$ cat src/rtl/riscv_pkg.sv
// riscv_pkg: shared opcode, state, mux-select and trap-cause encodings for the multicycle control
package riscv_pkg;
  localparam logic [6:0] OP       = 7'b0110011;
  localparam logic [6:0] OP_IMM   = 7'b0010011;
  localparam logic [6:0] LOAD     = 7'b0000011;
  localparam logic [6:0] STORE    = 7'b0100011;
  localparam logic [6:0] BRANCH   = 7'b1100011;
  localparam logic [6:0] LUI      = 7'b0110111;
  localparam logic [6:0] AUIPC    = 7'b0010111;
  localparam logic [6:0] JAL      = 7'b1101111;
  localparam logic [6:0] JALR     = 7'b1100111;
  localparam logic [6:0] MISC_MEM = 7'b0001111;
  localparam logic [6:0] SYSTEM   = 7'b1110011;
  typedef enum logic [2:0] {
    S_FETCH  = 3'd0,
    S_DECODE = 3'd1,
    S_EXEC   = 3'd2,
    S_MEM    = 3'd3,
    S_WB     = 3'd4,
    S_TRAP   = 3'd5
  } state_t;
  typedef enum logic [3:0] {
    C_OP, C_OP_IMM, C_LOAD, C_STORE, C_BRANCH, C_LUI,
    C_AUIPC, C_JAL, C_JALR, C_FENCE, C_SYSTEM, C_ILLEGAL
  } iclass_t;
  localparam logic [1:0] PC_PLUS4   = 2'd0;
  localparam logic [1:0] PC_IMM     = 2'd1;
  localparam logic [1:0] PC_ALU     = 2'd2;
  localparam logic [1:0] A_RS1      = 2'd0;
  localparam logic [1:0] A_PC       = 2'd1;
  localparam logic [1:0] A_ZERO     = 2'd2;
  localparam logic       B_RS2      = 1'b0;
  localparam logic       B_IMM      = 1'b1;
  localparam logic [1:0] ALU_ADD    = 2'd0;
  localparam logic [1:0] ALU_FUNCT  = 2'd1;
  localparam logic [1:0] ALU_BRANCH = 2'd2;
  localparam logic [1:0] WB_ALU     = 2'd0;
  localparam logic [1:0] WB_MEM     = 2'd1;
  localparam logic [1:0] WB_PC4     = 2'd2;
  localparam logic [1:0] TC_ILLEGAL = 2'd0;
  localparam logic [1:0] TC_FETCH_TO = 2'd1;
  localparam logic [1:0] TC_DATA_TO = 2'd2;
  localparam logic [1:0] TC_ECALL   = 2'd3;
  function automatic logic retires_in_exec(iclass_t c);
    return c == C_BRANCH || c == C_FENCE;
  endfunction
endpackage

$ cat src/rtl/riscv_multicycle_ctrl_if.sv
// riscv_multicycle_ctrl_if: shared memory-port handshake between the control FSM and the memory
interface riscv_multicycle_ctrl_if;
  logic mem_req;
  logic mem_we;
  logic mem_is_fetch;
  logic mem_ready;
  modport master(output mem_req, mem_we, mem_is_fetch, input mem_ready);
  modport slave(input mem_req, mem_we, mem_is_fetch, output mem_ready);
endinterface

$ cat src/rtl/riscv_opcode_class.sv
// riscv_opcode_class: maps the major opcode to an instruction class and flags unknown opcodes
module riscv_opcode_class
  import riscv_pkg::*;
(
  input  logic [6:0] opcode,
  output iclass_t    cls,
  output logic       illegal
);
  // classify the major opcode; anything unlisted is illegal
  always_comb begin
    case (opcode)
      OP:       cls = C_OP;
      OP_IMM:   cls = C_OP_IMM;
      LOAD:     cls = C_LOAD;
      STORE:    cls = C_STORE;
      BRANCH:   cls = C_BRANCH;
      LUI:      cls = C_LUI;
      AUIPC:    cls = C_AUIPC;
      JAL:      cls = C_JAL;
      JALR:     cls = C_JALR;
      MISC_MEM: cls = C_FENCE;
      SYSTEM:   cls = C_SYSTEM;
      default:  cls = C_ILLEGAL;
    endcase
  end
  assign illegal = cls == C_ILLEGAL;
endmodule

$ cat src/rtl/riscv_multicycle_ctrl.sv
// riscv_multicycle_ctrl: multicycle RV32I control FSM with memory timeout and sticky trap
module riscv_multicycle_ctrl
  import riscv_pkg::*;
#(
  parameter int MEM_TIMEOUT = 255,
  parameter int CNT_W       = 16
) (
  input  logic                           clk,
  input  logic                           rst_n,
  riscv_multicycle_ctrl_if.master        bus,
  input  logic [31:0]                    inst,
  input  logic                           branch_taken,
  output logic                           ir_write,
  output logic                           pc_write,
  output logic [1:0]                     pc_src,
  output logic [1:0]                     alu_a_sel,
  output logic                           alu_b_sel,
  output logic [1:0]                     alu_op,
  output logic                           reg_write,
  output logic [1:0]                     wb_sel,
  output logic                           trap,
  output logic [1:0]                     trap_cause,
  output logic [2:0]                     state,
  output logic [31:0]                    instret
);
  localparam logic [CNT_W-1:0] WAIT_LAST = CNT_W'(MEM_TIMEOUT - 1);
  state_t           st;
  iclass_t          cls;
  logic             illegal;
  logic             unused_inst;
  logic             timed_out;
  logic             mem_req;
  logic             mem_we;
  logic             mem_is_fetch;
  logic [CNT_W-1:0] wait_cnt;
  riscv_opcode_class u_class (
    .opcode (inst[6:0]),
    .cls    (cls),
    .illegal(illegal)
  );
  assign unused_inst      = ^inst[31:7];
  assign timed_out        = !bus.mem_ready && wait_cnt == WAIT_LAST;
  assign state            = st;
  assign bus.mem_req      = mem_req;
  assign bus.mem_we       = mem_we;
  assign bus.mem_is_fetch = mem_is_fetch;
  // sequencing, wait counter, retire counter and sticky trap cause
  always_ff @(posedge clk or negedge rst_n) begin
    if (!rst_n) begin
      st         <= S_FETCH;
      instret    <= '0;
      trap_cause <= TC_ILLEGAL;
      wait_cnt   <= '0;
    end else begin
      case (st)
        S_FETCH: begin
          if (bus.mem_ready) st <= S_DECODE;
          else if (timed_out) begin
            st         <= S_TRAP;
            trap_cause <= TC_FETCH_TO;
          end else wait_cnt <= wait_cnt + CNT_W'(1);
        end
        S_DECODE: begin
          if (illegal || cls == C_SYSTEM) begin
            st         <= S_TRAP;
            trap_cause <= illegal ? TC_ILLEGAL : TC_ECALL;
          end else st <= S_EXEC;
        end
        S_EXEC: begin
          wait_cnt <= '0;
          if (retires_in_exec(cls)) begin
            st      <= S_FETCH;
            instret <= instret + 32'd1;
          end else st <= cls == C_LOAD || cls == C_STORE ? S_MEM : S_WB;
        end
        S_MEM: begin
          if (bus.mem_ready) begin
            wait_cnt <= '0;
            st       <= cls == C_LOAD ? S_WB : S_FETCH;
            if (cls != C_LOAD) instret <= instret + 32'd1;
          end else if (timed_out) begin
            st         <= S_TRAP;
            trap_cause <= TC_DATA_TO;
          end else wait_cnt <= wait_cnt + CNT_W'(1);
        end
        S_WB: begin
          st       <= S_FETCH;
          wait_cnt <= '0;
          instret  <= instret + 32'd1;
        end
        S_TRAP: st <= S_TRAP;
        default: begin
          st       <= S_FETCH;
          wait_cnt <= '0;
        end
      endcase
    end
  end
  // control outputs decoded from state and opcode class, forced low during reset
  always_comb begin
    mem_req      = 1'b0;
    mem_we       = 1'b0;
    mem_is_fetch = 1'b0;
    ir_write     = 1'b0;
    pc_write     = 1'b0;
    pc_src       = PC_PLUS4;
    alu_a_sel    = A_RS1;
    alu_b_sel    = B_RS2;
    alu_op       = ALU_ADD;
    reg_write    = 1'b0;
    wb_sel       = WB_ALU;
    trap         = 1'b0;
    if (rst_n) begin
      case (st)
        S_FETCH: begin
          mem_req      = 1'b1;
          mem_is_fetch = 1'b1;
          ir_write     = bus.mem_ready;
        end
        S_EXEC: begin
          alu_a_sel = cls == C_LUI ? A_ZERO : cls == C_AUIPC ? A_PC : A_RS1;
          alu_b_sel = cls inside {C_OP_IMM, C_LUI, C_AUIPC, C_LOAD, C_STORE, C_JALR} ? B_IMM : B_RS2;
          alu_op    = cls inside {C_OP, C_OP_IMM} ? ALU_FUNCT : cls == C_BRANCH ? ALU_BRANCH : ALU_ADD;
          pc_write  = retires_in_exec(cls);
          pc_src    = cls == C_BRANCH && branch_taken ? PC_IMM : PC_PLUS4;
        end
        S_MEM: begin
          mem_req  = 1'b1;
          mem_we   = cls == C_STORE;
          pc_write = cls != C_LOAD && bus.mem_ready;
        end
        S_WB: begin
          reg_write = 1'b1;
          pc_write  = 1'b1;
          wb_sel    = cls inside {C_JAL, C_JALR} ? WB_PC4 : cls == C_LOAD ? WB_MEM : WB_ALU;
          pc_src    = cls == C_JAL ? PC_IMM : cls == C_JALR ? PC_ALU : PC_PLUS4;
        end
        S_TRAP: trap = 1'b1;
        default: ;
      endcase
    end
  end
endmodule

$ cat src/flat_wrapper.sv
// flat-port wrapper written by rule: the top's interface ports become plain ports
module riscv_multicycle_ctrl_flat import riscv_pkg::*;
#(
  parameter int MEM_TIMEOUT = 255,
  parameter int CNT_W       = 16
)
  (clk, rst_n, inst, branch_taken, ir_write, pc_write, pc_src, alu_a_sel, alu_b_sel, alu_op, reg_write, wb_sel, trap, trap_cause, state, instret, bus_mem_req, bus_mem_we, bus_mem_is_fetch, bus_mem_ready);
  riscv_multicycle_ctrl_if bus_i ();
  input  logic clk;
  input  logic rst_n;
  input  logic [31:0] inst;
  input  logic branch_taken;
  output logic ir_write;
  output logic pc_write;
  output logic [1:0] pc_src;
  output logic [1:0] alu_a_sel;
  output logic alu_b_sel;
  output logic [1:0] alu_op;
  output logic reg_write;
  output logic [1:0] wb_sel;
  output logic trap;
  output logic [1:0] trap_cause;
  output logic [2:0] state;
  output logic [31:0] instret;
  output wire logic [$bits(bus_i.mem_req)-1:0] bus_mem_req;
  output wire logic [$bits(bus_i.mem_we)-1:0] bus_mem_we;
  output wire logic [$bits(bus_i.mem_is_fetch)-1:0] bus_mem_is_fetch;
  input wire logic [$bits(bus_i.mem_ready)-1:0] bus_mem_ready;
  assign bus_mem_req = bus_i.mem_req;
  assign bus_mem_we = bus_i.mem_we;
  assign bus_mem_is_fetch = bus_i.mem_is_fetch;
  assign bus_i.mem_ready = bus_mem_ready;
  riscv_multicycle_ctrl #(.MEM_TIMEOUT(MEM_TIMEOUT), .CNT_W(CNT_W)) u_core (.clk(clk), .rst_n(rst_n), .bus(bus_i), .inst(inst), .branch_taken(branch_taken), .ir_write(ir_write), .pc_write(pc_write), .pc_src(pc_src), .alu_a_sel(alu_a_sel), .alu_b_sel(alu_b_sel), .alu_op(alu_op), .reg_write(reg_write), .wb_sel(wb_sel), .trap(trap), .trap_cause(trap_cause), .state(state), .instret(instret));
endmodule
$ cat config.mk
export PLATFORM = sky130hd
export DESIGN_NAME = riscv_multicycle_ctrl_flat
export DESIGN_NICKNAME = d
export VERILOG_FILES = /design/src/rtl/riscv_pkg.sv /design/src/rtl/riscv_multicycle_ctrl_if.sv /design/src/rtl/riscv_opcode_class.sv /design/src/rtl/riscv_multicycle_ctrl.sv /design/src/flat_wrapper.sv
export SDC_FILE = /design/constraint.sdc
export NUM_CORES = 1
export LEC_CHECK = 0
export CAP_MARGIN = 40
export CORE_MARGIN = 5
export CORE_UTILIZATION = 23
export DETAILED_ROUTE_END_ITERATION = 8
export GPL_ROUTABILITY_DRIVEN = 0
export PLACE_DENSITY = 0.51
export REMOVE_ABC_BUFFERS = 1
export SYNTH_ARGS = -nofsm -noshare
export SYNTH_HDL_FRONTEND = slang
export SYNTH_SLANG_ARGS = --single-unit
$ cat constraint.sdc
create_clock -name clk -period 2.1 [get_ports clk]
set_input_delay 0.42 -clock clk [delete_from_list [all_inputs] [get_ports clk]]
set_output_delay 0.42 -clock clk [all_outputs]
set_load 0.005 [all_outputs]
## After elaboration in Yosys (flattened, before gate mapping)

Index checks and enable logic that the tools add are counted.

| storage, ports and cells | value |
|---|---|
| flip-flop bits (word level) | 53 |
| input port bits | 36 |
| logic and storage cells | 121 |

| operators by class | value |
|---|---|
| add/sub/neg operators | 2 |
| equality and inequality tests | 37 |
| muxes and demuxes | 58 |
| bitwise logic cells | 1 |
| reduce and logical (&&, ||, !) cells | 19 |

Operators by type and width:

| operator | count |
|---|---|
| $mux W32 | 3 |
| $pmux W32 S3 | 1 |
| $mux W16 | 3 |
| $pmux W16 S3 | 1 |
| $pmux W4 S11 | 1 |
| $mux W2 | 19 |
| $add A32 B1 Y32 const B | 1 |
| $eq A7 B7 Y1 const B | 4 |
| $eq A7 B6 Y1 const B | 3 |
| $mux W3 | 7 |
| $mux W1 | 19 |
| $add A16 B1 Y16 const B | 1 |
| $eq A16 B8 Y1 const B | 1 |
| $eq A4 B3 Y1 const B | 4 |
| $eq A4 B4 Y1 const B | 4 |
| $pmux W3 S5 | 1 |
| $eq A7 B5 Y1 const B | 2 |
| $ne A2 B1 Y1 const B | 5 |
| $eq A4 B2 Y1 const B | 2 |
| $eq A7 B2 Y1 const B | 1 |
| $eq A7 B4 Y1 const B | 1 |
| $eq A3 B2 Y1 const B | 2 |
| $eq A3 B3 Y1 const B | 2 |
| $ne A2 B2 Y1 const B | 3 |
| 19 further kinds | 26 |

## Depth between registers and ports, before layout

| logic depth | value |
|---|---|
| depth in word-level cells | 7 |
| gate-level depth with buffers | 8 |

## Hierarchy

Synthesis repeated with hierarchy kept, for this count alone.

| second synthesis, totals | value |
|---|---|
| cell total of the unflattened synthesis | 336 |
| area total of the unflattened synthesis | 3,120.5 um^2 |

By module, submodules not included:

| module | times used | cells an instance | area each (um^2) | sequential area each (um^2) |
|---|---|---|---|---|
| riscv_multicycle_ctrl | 1 | 307 | 2,929.1 | 1,326.3 |
| riscv_opcode_class | 1 | 29 | 191.4 | 0.0 |

## Least setup slack after synthesis

OpenSTA, ideal clock, no wires.

| timing | value |
|---|---|
| kind | register -> output |
| start | register u_core.st[2], in the netlist u_core.state[2] |
| end | output port pc_src[0] |
| data arrival time | 1,797 ps |
| slack | -117 ps |
| cell stages (with the launch flop) | 6 |
| path buffers | 1 |
| cell sequence | dfrtp_1 > or2_1 > buf_6 > or4_1 > nor3_1 > a32o_1 |

| on the way | value |
|---|---|
| word-level cells in the longest chain between the ends | 3 |

Ends and longest elaborated chain:

| what | RTL line | RTL |
|---|---|---|
| from (decl) | riscv_multicycle_ctrl.sv:27 | `state_t st;` |
| from (signal assigned) | riscv_multicycle_ctrl.sv:74 | `end else st <= cls == C_LOAD \|\| cls == C_STORE ? S_MEM : S_WB;` |
| from (signal assigned) | riscv_multicycle_ctrl.sv:79 | `st <= cls == C_LOAD ? S_WB : S_FETCH;` |
| $eq A3 B3 Y1 or $eq A3 B2 Y1 (tied branches) | riscv_multicycle_ctrl.sv:114 | `case (st)` |
| $pmux W2 S2 (*) | riscv_multicycle_ctrl.sv:114 |  |
| $mux W2 (*) | riscv_multicycle_ctrl.sv:113 | `if (rst_n) begin` |
| to (decl) | flat_wrapper.sv:15 | `output logic [1:0] pc_src;` |

Every way passes the cells marked *; elsewhere a longest branch is shown, timed or not.

## Worst setup path after layout

| timing | value |
|---|---|
| start | register u_core.st[0], in the netlist u_core.state[0] |
| end | output port alu_b_sel |

| on the way | value |
|---|---|
| word-level cells in the longest chain between the ends | 3 |

Ends and longest elaborated chain:

| what | RTL line | RTL |
|---|---|---|
| $eq A3 B2 Y1 | riscv_multicycle_ctrl.sv:114 |  |
| $mux W1 | riscv_multicycle_ctrl.sv:114 |  |
| $mux W1 | riscv_multicycle_ctrl.sv:113 |  |
| to (decl) | flat_wrapper.sv:17 | `output logic alu_b_sel;` |

Every way passes these cells.

==> impl_results.md <==
* Setup violators final at 17
* Detailed Route Iter0 Violations at 187
* Sequential area share after synthesis at 0.399
* CTS Hold Bufs at 0
* Min cycle time layout at 2310 ps
* Longest Clk Path Bufs at 2
* Outcome: finished, violations left
* Most common cell after layout, fill and taps aside: buf_4
* Number of vias per cell at 4.82
* Crit-path cells: or2_4 > or4_4 > buf_6 > a311oi_2 > buf_2
* Total power at 2.01 mW
* Worst-Skew Late Latency at 300 ps
* Row count at 44
* Final Cycle Share at 1.10
* End point of the critical path: alu_b_sel
* Cells after synthesis at 351
* Largest net degree at the start of global routing at 44
* Final ANT Viol Nets at 0
* Mean Syn Cell Area at 9.46 µm²
* Final HPWL DP at 7420 µm
* Post-Layout Cell Count at 672
* Final WL at 10700 µm
* First-pass detailed-route iteration total at 5
* Commonest non-fill, non-tap cells in the layout: 65 x buf_4, 51 x dfrtp_1, 38 x clkdlybuf4s50_1
* Slew Viols, Final at 0
* Fmax at 0.433 GHz
* Share of cells above drive strength 1 at 0.340
* IO Pins at 89
* Worst Clk Skew at 9.29 ps
* RSZ-0062 raised after global routing: true
* EDFF count, synth at 0
* Failing checks: setup timing
* FFs w/ async S/R, synth at 1.00
* Post-route cell area at 5270 µm²
* Worst-margin pin slew at 726 ps
* H-tree depth at 2
* Final Hold Vio Count at 0
* GR met3 Demand/Resource at 0.0291
* Dpl ws at -823 ps
* Max_cap viols at 0
* Clock root buffer: clkbuf_16
* NumNets Final at 526
* Slack of the critical path at -208 ps
* Hold crit path type: primary input to asynchronous set/reset pin
* CP required at 1680 ps
* Placed Instances at 639
* Data arrival, critical path at 1890 ps
* GRT met2 Usage at 0.200
* WP depth at 5
* Unique masters post-synth at 60
* Maximum vdd drop at 0.307 mV
* Total track usage at 0.123
* Die height at 130 µm
* Final TNS setup at -1470 ps
* Crit-path max cell delay at 450 ps
* GR Overflow Total at 0
* Total CTS buffers at 5
* Clock sinks at 53
* R2r setup slk at -90 ps
* #FFs+latches synth at 53
* First-pass GRT wire length at 17100 µm
* Delay-heaviest family, CP: simple AND/OR/NAND/NOR gates
* Area grow syn2layout at 58.7%
* Slowest-stage cell, CP: or4_4
* Worst path buffer plus inverter count at 2
* FF-to-FF path depth at 10
* CTS tree: done
* Residual DRC count at 0
* Final core utilization at 0.367
* Final Hold Slack at 76.2 ps
* Synthesis Warnings at 0
* Grt met1 use at 0.166
* Antenna cells at 0
* Leakage at 2.57 nW
* Ys flop type: dfrtp_1
* Worst slew margin at 0.515
* CP startpoint: u_core.state[0]$_DFF_PN0_
* Clk pin slew, worst setup/hold paths at 70 ps
* R2r startpoint: u_core.state[0]$_DFF_PN0_
* Placed cell area at 4540 µm²
* Mapped Area at 3320 µm²
* Initial antenna violation count at 0
* Starting density of the core at 0.231
* Grt peak-use layer: met2
* Die area at 16900 µm²
* FF-to-FF End: u_core.instret[22]$_DFFE_PN0P_
* Number of vias after detailed routing at 3241
* Setup crit end kind: primary output
* Total core area at 14400 µm²
* Die X-Extent at 130 µm
* Wirelength per Cell at 15.9 µm
* Crit-path max FO at 3
* Startpoint Class: flip-flop
* Vias in the first global route at 3304
* PwrDens at 381 nW/µm²
* Port Buffer Count at 63
* Critical path class: flip-flop to primary output
worst reg2reg max path: cells and delay by family (launching register included):
| kind | cells | cell delay, ps |
|---|---|---|
| buf+inv | 5 | 710 |
| simple gates | 2 | 570 |
| flops | 1 | 400 |
| compound gates | 2 | 260 |
| xor+xnor | 1 | 180 |
area by class of cell:
type	instances	area, µm²
flip-flops and latches	53	1330
clock inverters	2	15.0
fillers	1463	9100
repair buffers	148	1310
well taps	184	230
clock buffers	6	129
inverters	13	50.0
multi-input cells	266	2210
worst min path at each step:
stage | startpoint | end | slack [ps] | cells past startpoint
CTS | rst_n | u_core.state[0]$_DFF_PN0_ | 80 | 2
global placement | rst_n | u_core.state[0]$_DFF_PN0_ | 390 | 2
floorplan | rst_n | u_core.instret[0]$_DFFE_PN0P_ | 120 | 0
finish | rst_n | u_core.state[0]$_DFF_PN0_ | 80 | 2
detailed placement | rst_n | u_core.state[0]$_DFF_PN0_ | 400 | 2
global route | rst_n | u_core.wait_cnt[1]$_DFFE_PN0P_ | 90 | 2
sequential cells by signal, indices dropped and copies added (netlist names):
signal,flops
u_core.instret,32
u_core.wait_cnt,16
u_core.state,3
u_core.trap_cause,2
where the power goes:
group	leakage [nW]	switching (mW)	internal [mW]	total, mW
clock network	0.0631	0.387	0.443	0.830
logic	1.82	0.0861	0.0708	0.157
registers	0.686	0.00163	1.02	1.02
routing by layer:
metal / routed length (µm) / share of wire
met3: 636 / 0.060
met1: 4830 / 0.45
met2: 5070 / 0.48
met5: 0 / 0
met4: 134 / 0.013
cell usage after synthesis, types with 4 or more instances:
cell,instances,area share
nand4_1,16,0.030
dfrtp_1,53,0.40
nand2b_1,5,0.0094
xor2_1,22,0.058
nand3_1,17,0.026
or3_1,4,0.0075
nor3_1,14,0.021
and3_1,9,0.017
clkbuf_1,11,0.012
nor3b_1,5,0.011
and2_1,4,0.0075
nor2b_1,5,0.0094
inv_1,12,0.014
nor4_1,4,0.0075
o31ai_1,5,0.011
xnor2_1,18,0.047
nand2_1,28,0.032
nor2_1,24,0.027
a21oi_1,13,0.020
o21ai_0,8,0.012
and4_1,4,0.011
a211oi_1,4,0.0090
nor4_2,12,0.045
cell families (layout without fill, tap and decap cells):
family          after synthesis  count (layout)  share of synthesized area
fa+ha+maj                     3               3                     0.0113
xor+xnor                     40              40                      0.105
mux                           1               1                    0.00301
flops                        53              53                      0.399
simple gates                172             172                      0.325
buf+inv                      32             169                     0.0452
compound gates               50              50                      0.111
what timing repair did:
item,CTS,global route
gates resized for setup,108,53
setup endpoints to repair,49,47
pin swaps,14,32
setup buffers,11,13
cloned,1,1
Note: power is estimated with default switching activity, not from simulation.
